**config.mk**
```make
export PLATFORM = sky130hd
export DESIGN_NAME = tx_iq_dac_pacer
export DESIGN_NICKNAME = d
export VERILOG_FILES = /design/src/rtl/tx_intf_pkg.sv /design/src/rtl/tx_tick_gen.sv /design/src/rtl/tx_iq_dac_pacer.sv
export SDC_FILE = /design/constraint.sdc
export NUM_CORES = 1
export LEC_CHECK = 0
export ABC_CLOCK_PERIOD_IN_PS = 17700
export CAP_MARGIN = 10
export CORE_MARGIN = 4
export CORE_UTILIZATION = 53
export CTS_CLUSTER_SIZE = 40
export DETAILED_ROUTE_END_ITERATION = 16
export MAX_ROUTING_LAYER = met4
export PLACE_DENSITY = 0.78
export SLEW_MARGIN = 0
export SYNTH_ARGS = -nofsm -noshare
export SYNTH_HDL_FRONTEND = slang
export SYNTH_SLANG_ARGS = --single-unit
```
**constraint.sdc**
```tcl
create_clock -name clk -period 17.7 [get_ports clk]
set_input_delay 2.655 -clock clk [delete_from_list [all_inputs] [get_ports clk]]
set_output_delay 2.655 -clock clk [all_outputs]
set_load 0.005 [all_outputs]
```
**src/rtl/tx_intf_pkg.sv**
```systemverilog
// Shared types and defaults for the transmit I/Q pacing path.
package tx_intf_pkg;

  localparam int RAMP_SHIFT_MAX_DEFAULT = 6;

  typedef enum logic [1:0] {
    ST_IDLE,
    ST_RAMP_UP,
    ST_ACTIVE,
    ST_RAMP_DOWN
  } tx_state_e;

  // Limit the requested ramp exponent to what the gain counter can represent.
  function automatic logic [2:0] clamp_shift(input logic [2:0] req, input int max_shift);
    return (int'(req) > max_shift) ? 3'(max_shift) : req;
  endfunction

endpackage

```
**src/rtl/tx_tick_gen.sv**
```systemverilog
// Sample-rate tick: fires every rate_div+1 clocks; rate_div is sampled only on reload.
module tx_tick_gen (
  input  logic       clk,
  input  logic       rst,
  input  logic [7:0] rate_div,
  output logic       tick
);

  logic [7:0] cnt_q, cnt_d;

  always_comb begin
    tick  = (cnt_q == 8'd0);
    cnt_d = tick ? rate_div : cnt_q - 8'd1;
  end

  always_ff @(posedge clk or posedge rst) begin
    if (rst) cnt_q <= 8'd0;
    else     cnt_q <= cnt_d;
  end

endmodule

```
**src/rtl/tx_iq_dac_pacer.sv**
```systemverilog
// Paces I/Q samples from an upstream FIFO to the DAC at a programmable rate,
// applying a linear gain ramp at burst start and end to avoid spectral splatter.
module tx_iq_dac_pacer
  import tx_intf_pkg::*;
#(
  parameter int IQ_DATA_WIDTH  = 16,
  parameter int RAMP_SHIFT_MAX = RAMP_SHIFT_MAX_DEFAULT
) (
  input  logic                       clk,
  input  logic                       rst,
  input  logic [2*IQ_DATA_WIDTH-1:0] iq_pack,
  input  logic                       iq_fifo_empty,
  output logic                       iq_ready,
  input  logic                       enable,
  input  logic [7:0]                 rate_div,
  input  logic [2:0]                 ramp_shift,
  output logic [IQ_DATA_WIDTH-1:0]   dac_i,
  output logic [IQ_DATA_WIDTH-1:0]   dac_q,
  output logic                       dac_valid,
  output logic                       tx_active,
  output logic [15:0]                burst_samples
);

  localparam int W  = IQ_DATA_WIDTH;
  localparam int KW = RAMP_SHIFT_MAX + 1;
  localparam int PW = W + KW + 1;

  tx_state_e state_q, state_d;
  logic [KW-1:0] k_q, k_d;
  logic [2:0] shift_q, shift_d;
  logic signed [W-1:0] hold_i_q, hold_i_d, hold_q_q, hold_q_d;
  logic signed [W-1:0] dac_i_q, dac_i_d, dac_q_q, dac_q_d;
  logic dac_valid_q, dac_valid_d;
  logic [15:0] burst_q, burst_d;

  logic tick;
  logic have_data;
  logic pop;
  logic clear_burst;
  logic [KW-1:0] k_full, k_dn;
  tx_state_e dn_state;
  logic signed [W-1:0] src_i, src_q;
  logic signed [PW-1:0] prod_i, prod_q;

  tx_tick_gen u_tick_gen (
    .clk      (clk),
    .rst      (rst),
    .rate_div (rate_div),
    .tick     (tick)
  );

  // Next-state, gain and pop decisions; nothing moves except on a tick.
  always_comb begin
    have_data   = enable && !iq_fifo_empty;
    k_full      = KW'(1) << shift_q;
    k_dn        = (k_q == '0) ? '0 : k_q - KW'(1);
    dn_state    = (k_dn == '0) ? ST_IDLE : ST_RAMP_DOWN;
    state_d     = state_q;
    k_d         = k_q;
    shift_d     = shift_q;
    pop         = 1'b0;
    clear_burst = 1'b0;
    if (tick) begin
      case (state_q)
        ST_IDLE: begin
          if (have_data) begin
            state_d     = ST_RAMP_UP;
            k_d         = '0;
            shift_d     = clamp_shift(ramp_shift, RAMP_SHIFT_MAX);
            clear_burst = 1'b1;
          end
        end
        ST_RAMP_UP: begin
          if (have_data) begin
            pop = 1'b1;
            k_d = k_q + KW'(1);
            if (k_d == k_full) state_d = ST_ACTIVE;
          end else begin
            k_d     = k_dn;
            state_d = dn_state;
          end
        end
        ST_ACTIVE: begin
          if (have_data) begin
            pop = 1'b1;
          end else begin
            k_d     = k_dn;
            state_d = dn_state;
          end
        end
        ST_RAMP_DOWN: begin
          // A refill resumes the up-ramp from the present gain, so no step.
          if (have_data) begin
            state_d = ST_RAMP_UP;
          end else begin
            k_d     = k_dn;
            state_d = dn_state;
          end
        end
        default: state_d = ST_IDLE;
      endcase
    end
  end

  // Gain shaping: signed sample times unsigned gain, floor-divided by 2^shift.
  always_comb begin
    src_i    = pop ? iq_pack[W-1:0]   : hold_i_q;
    src_q    = pop ? iq_pack[2*W-1:W] : hold_q_q;
    hold_i_d = clear_burst ? '0 : src_i;
    hold_q_d = clear_burst ? '0 : src_q;
    prod_i   = $signed(PW'(src_i)) * $signed(PW'({1'b0, k_d}));
    prod_q   = $signed(PW'(src_q)) * $signed(PW'({1'b0, k_d}));
    dac_i_d     = tick ? W'(prod_i >>> shift_q) : dac_i_q;
    dac_q_d     = tick ? W'(prod_q >>> shift_q) : dac_q_q;
    dac_valid_d = tick;
    if (clear_burst)                    burst_d = 16'd0;
    else if (pop && burst_q != 16'hFFFF) burst_d = burst_q + 16'd1;
    else                                 burst_d = burst_q;
  end

  always_ff @(posedge clk or posedge rst) begin
    if (rst) begin
      state_q     <= ST_IDLE;
      k_q         <= '0;
      shift_q     <= 3'd0;
      hold_i_q    <= '0;
      hold_q_q    <= '0;
      dac_i_q     <= '0;
      dac_q_q     <= '0;
      dac_valid_q <= 1'b0;
      burst_q     <= 16'd0;
    end else begin
      state_q     <= state_d;
      k_q         <= k_d;
      shift_q     <= shift_d;
      hold_i_q    <= hold_i_d;
      hold_q_q    <= hold_q_d;
      dac_i_q     <= dac_i_d;
      dac_q_q     <= dac_q_d;
      dac_valid_q <= dac_valid_d;
      burst_q     <= burst_d;
    end
  end

  assign iq_ready      = pop;
  assign dac_i         = dac_i_q;
  assign dac_q         = dac_q_q;
  assign dac_valid     = dac_valid_q;
  assign tx_active     = (state_q != ST_IDLE);
  assign burst_samples = burst_q;

endmodule

```
; Yosys cells after proc, flatten, opt, wreduce, memory -nomap -nowiden
; Cells that the tools add are included.
[word_totals]
reg_bits = 101
latchBits = 0
ram_bits = 0
mem_bits_ro = 0
in_bits = 47
out_inout_bits = 51
word_cells = 67
memories = 0
[op_classes]
n_addsub = 4
mul = 2
div_mod_pow = 0
order_cmp = 1
n_eq_ne = 8
shift = 3
n_mux = 26
n_bitwise = 0
n_reduce_logical = 13
[ops]
columns = op, n
row1 = 16-bit two-way mux, 6
row2 = 16-bit by 8-bit multiplier with 24-bit output, 2
row3 = 24-bit by 3-bit >>> shifter with 16-bit output, 2
row4 = 7-bit two-way mux, 5
row5 = 7-bit case mux with 3 select lines, 1
row6 = 16-bit by 1-bit adder with 16-bit output (second input constant), 1
row7 = 16-bit != test (second input constant), 1
row8 = 7-bit logical NOT, 2
row9 = 2-bit two-way mux, 6
row10 = 8-bit logical NOT, 1
row11 = 8-bit two-way mux, 1
row12 = 2-bit case mux with 4 select lines, 1
row13 = 8-bit by 1-bit subtractor with 8-bit output (second input constant), 1
row14 = 7-bit by 1-bit adder with 7-bit output (second input constant), 1
row15 = 7-bit == test, 1
row16 = 1-bit by 3-bit left shift with 7-bit output (first input constant), 1
row17 = 7-bit by 1-bit subtractor with 7-bit output (second input constant), 1
row18 = 1-bit two-way mux, 5
row19 = 2-bit == test (second input constant), 2
row20 = 2-bit != test (second input constant), 2
row21 = 4-bit AND reduction, 1
row22 = 2-bit nonzero test, 2
row23 = 2-bit OR reduction, 2
row24 = 3-bit > comparator (second input constant), 1
row25 = other kinds (7), 8

; Longest topological paths before layout
[logic_depth]
word_depth = 8
depth_mapped = 31
ltp_nobuf = 27

; Hierarchy
; Synthesis repeated with hierarchy kept, for this count alone.
[unflattened]
cells_unflattened = 1724
hier_area_um2 = 14538.9
[modules_own_cells]
columns = mod, n_inst, cells_per_inst, area_per_inst_um2, seq_area_each_um2
row1 = tx_iq_dac_pacer, 1, 1675, 14061.0, 2327.2
row2 = tx_tick_gen, 1, 49, 478.0, 200.2

; Worst setup path after synthesis
; Ideal clock, no wire load.
[synth_path]
kind = input -> register
start = input iq_fifo_empty
end = register dac_q_q[11], in the netlist dac_q[11]
arrival_time_ns = 8.619
t_required_ns = 17.567
setup_slack_ns = 8.948
stages = 26
path_cell_list = nand2b_1 > clkbuf_1 > or3_1 > a31oi_1 > a21oi_1 > a22oi_1 > clkbuf_1 > nor2_1 > fa_1 > inv_1 > fa_1 > inv_1 > fa_1 > inv_1 > fa_1 > inv_1 > ha_1 > and4_1 > a21oi_1 > a21oi_1 > or2_2 > a21oi_1 > xnor2_1 > mux4_2 > a22oi_1 > o21ai_0
[synth_between]
elab_chain_cells = 8
elab_cells_between_ends = 13
cone_classes = mul: 1 / shift: 1 / mux: 9 / reduce/logical: 2
[synth_rtl]
columns = element, line
row1 = start: declaration, tx_iq_dac_pacer.sv:12  ; input logic iq_fifo_empty,
row2 = 1-bit logical NOT (*), tx_iq_dac_pacer.sv:54  ; have_data = enable && !iq_fifo_empty;
row3 = 1-bit logical AND (*), tx_iq_dac_pacer.sv:54
row4 = 1-bit two-way mux, "tx_iq_dac_pacer.sv:74, tx_iq_dac_pacer.sv:84"
row5 = 1-bit two-way mux, -
row6 = 1-bit two-way mux, tx_iq_dac_pacer.sv:63  ; if (tick) begin
row7 = 16-bit two-way mux, tx_iq_dac_pacer.sv:108  ; src_q = pop ? iq_pack[2*W-1:W] : hold_q_q;
row8 = 16-bit by 8-bit multiplier with 24-bit output (*), tx_iq_dac_pacer.sv:112  ; prod_q = $signed(PW'(src_q)) * $signed(PW'({1'b0, k_d}));
row9 = 24-bit by 3-bit >>> shifter with 16-bit output (*), tx_iq_dac_pacer.sv:114  ; dac_q_d = tick ? W'(prod_q >>> shift_q) : dac_q_q;
row10 = end signal: assignment, tx_iq_dac_pacer.sv:139  ; dac_q_q <= dac_q_d;
row11 = end: declaration, tx_iq_dac_pacer.sv:32  ; logic signed [W-1:0] dac_i_q, dac_i_d, dac_q_q, dac_q_d;
; Mark *: on every way between the ends. The rest lies on a longest branch, timed or not.
; A chain may end at the register's enable or synchronous reset.

; Final worst setup path
[layout_path]
start = input iq_fifo_empty
end = register dac_q_q[7], in the netlist dac_q[7]
; Same word-level chain as after synthesis.

==> reports/qor.yml <==
rrSetupSlack_ns: 9.10
routabilityCongestion: 0.944
crit_path_end_kind: "flip-flop"
grt-busiest-layer: "met2"
relSlewSlack_pct: 28.5
hpwl_um: 28600
syn_avg_cell_area_um2: 8.48
cpPeakStageDelay_ns: 0.58
crit_cells: 25
io_pins: 98
cts_tree: "done"
syn_area_mm2: 0.0141
setup_viol: 0
grt_max_degree: 84
routed_wl_um: 35900
power.density_mw_per_mm2: 43.9
first_iter_violations: 898
yosys_warnings: 0
fin_crit_sh_pct: 54.8
slew_violations: 0
clockBufferDepth: 2
yosysSeqAreaShare_pct: 18.0
cp_top_family: "adder cells"
hold_class: "reg -> reg"
io_buffers: 97
via_per_inst: 5.72
met1_usage_pct: 36.3
grtUsageMet2_pct: 40.2
critical_path_class: "in -> reg"
hold_buffers: 0
antenna_cells: 0
power_mw: 0.687
outcome: "complete, no violations"
min_period_ns: 9.70
clkTransAtPathRegs_ns: 0.08
drc: 0
synth_ff_type: "dfrtp_1"
cts_setup_buffers: 0
cts_made_buffers: 9
core_area_mm2: 0.0261
grt_overflow_total: 0
grt_setup_unrepaired: "false"
leakage_nw: 7.24
syn-num-nets: 1974
vias: 11800
path_max_fanout: 20
synth_cell_type_count: 75
final_nets: 2031
place_ws_ns: 7.75
placedInstanceArea_mm2: 0.0153
setup_ws_ns: 8.00
fmax_mhz: 103
cts-root-buf: "clkbuf_16"
clock_latency_ns: 0.37
ant_nets: 0
ir_worst_vdd_mv: 0.0578
cts_resized: 0
syn2layout_area_growth_pct: 11.2
die_area_mm2: 0.0292
dpl.cell_count: 2039
utilization_pct: 60.0
dieWidth_um: 171
grt_pass1_vias: 12000
cp-endpoint: "dac_q[7]"
cpMostUsedCell: "fa_1"
cp-start-kind: "primary input"
cp-startpoint: "iq_fifo_empty"
synth_edf_count: 0
reg2reg_to: "dac_q[7]"
synthCells: 1658
grt_pass1_wl_um: 60200
cts_max_level: 3
grt_use_met3_pct: 3.93
initial_core_util_pct: 54.0
fin_tns_setup_ns: 0
antenna_found_initial: 0
tightest_slew_ns: 1.07
ys_ff_latch: 101
skew_ns: 0.0134
hold_viol: 0
fp.dieH_um: 171
fin_cells: 2055
reg2reg_from: "u_tick_gen.cnt_q[0]"
placementRows: 59
cts.sinks: 101
dr.pass1.iters: 5
maxCapViolCount: 0
async_flop_share_pct: 100
drive_above_1_share_pct: 5.35
cp.arrival_ns: 9.92
wl_per_cell_um: 17.5
crit_buf_inv: 4
required_ns: 17.92
rr_worst_depth: 28
grt_usage_pct: 26.0
slowest_stage: "fa_1"
whs_ns: 0.472
final_area_mm2: 0.0156
## layout by cell type, fill, tap and decap left out, drive strengths merged, types with 5 or more instances in the layout
cell,count
a21oi,73
a211oi,13
o31ai,5
inv,277
a31oi,11
and2,9
nor2,277
mux2i,74
nand2b,15
nand4,13
xor2,26
or3,9
clkbuf,9
fa,168
a22oi,11
o211ai,11
mux2,18
or2,12
clkdlybuf4s50,97
ha,101
a221o,6
nor3,10
o21a,5
dfrtp,101
xnor2,44
and3,5
o21ai,50
nand3,17
nand2,140
buf,16
a21o,14
mux4,6
## worst min-delay path by stage
stage / start / end / slack, ns / cells after the start
CTS: dac_i[8] / dac_i[8] / 0.48 / 2
detailed placement: dac_i[8] / dac_i[8] / 0.46 / 2
global route: dac_i[1] / dac_i[1] / 0.51 / 2
floorplan: u_tick_gen.cnt_q[0] / u_tick_gen.cnt_q[0] / 0.46 / 1
global placement: dac_i[8] / dac_i[8] / 0.45 / 2
finish: dac_i[8] / dac_i[8] / 0.47 / 2
## area by class of cell
type                            instances  area, um^2
Fill cell                            2241       10400
Multi-Input combinational cell       1215       10300
Sequential cell                       101        2530
Timing Repair Buffer                  113        1090
Inverter                              275        1040
Tap cell                              335         419
Clock buffer                            9         225
Clock inverter                          7        71.3
## state kept, by name, summed over array words and instances, names as in the netlist
| register | count |
|---|---|
| k_q | 7 |
| dac_valid | 1 |
| dac_q | 16 |
| dac_i | 16 |
| hold_q_q | 16 |
| state_q | 2 |
| shift_q | 3 |
| hold_i_q | 16 |
| u_tick_gen.cnt_q | 8 |
| burst_samples | 16 |
## power breakdown
| part | internal, mW | switching (mW) |
|---|---|---|
| combinational | 0.0898 | 0.102 |
| clock | 0.0991 | 0.104 |
| sequential | 0.266 | 0.0258 |
| total | 0.455 | 0.232 |
## worst min-delay path, delay by kind of cell, from the launching register on
family | cells | cell delay, ns
DFF | 1 | 0.34
and+or+nand+nor | 2 | 0.10
## cells by family (layout without fill, tap and decap cells)
kind of cell | after synthesis | after routing | share of synthesized area, %
AOI/OAI and AO/OA | 250 | 250 | 11.7
xor gates and xnor gates | 70 | 70 | 4.36
adders and majority gates | 269 | 269 | 32.9
buffers and inverters | 342 | 404 | 9.24
DFF | 101 | 101 | 18.0
muxes | 98 | 98 | 7.70
and+or+nand+nor | 528 | 528 | 16.1
## layer usage
metal	routed length [um]	part of all wire (%)
met5	0	0
met4	841	2.3
met2	16100	45
met1	16500	46
met3	2500	7.0
## Yosys cell counts (all sizes together), types with 4 or more instances
cell / n / area (um^2)
mux4: 6 / 135
and3: 5 / 31.3
o211ai: 11 / 82.6
a21oi: 73 / 365
mux2i: 74 / 744
or2: 12 / 75.1
nand3: 17 / 97.6
buf: 14 / 65.1
inv: 275 / 1030
fa: 168 / 3360
a22oi: 11 / 82.6
nand2: 140 / 526
o21a: 5 / 37.5
o31ai: 5 / 37.5
nand2b: 15 / 101
a31o: 4 / 35.0
dfrtp: 101 / 2530
o21ai: 50 / 250
mux2: 18 / 203
ha: 101 / 1260
a221o: 6 / 60.1
a211oi: 13 / 110
or3: 9 / 56.3
o2111ai: 4 / 35.0
o21bai: 4 / 30.0
and4: 4 / 35.0
nand3b: 4 / 30.0
clkbuf: 53 / 199
nor2b: 4 / 25.0
nor2: 277 / 1040
and2: 9 / 56.3
xor2: 26 / 228
a31oi: 11 / 68.8
xnor2: 44 / 385
nand4: 13 / 81.3
a21o: 14 / 105
nor3: 10 / 50.1
Power figures use the tool's default switching activity.
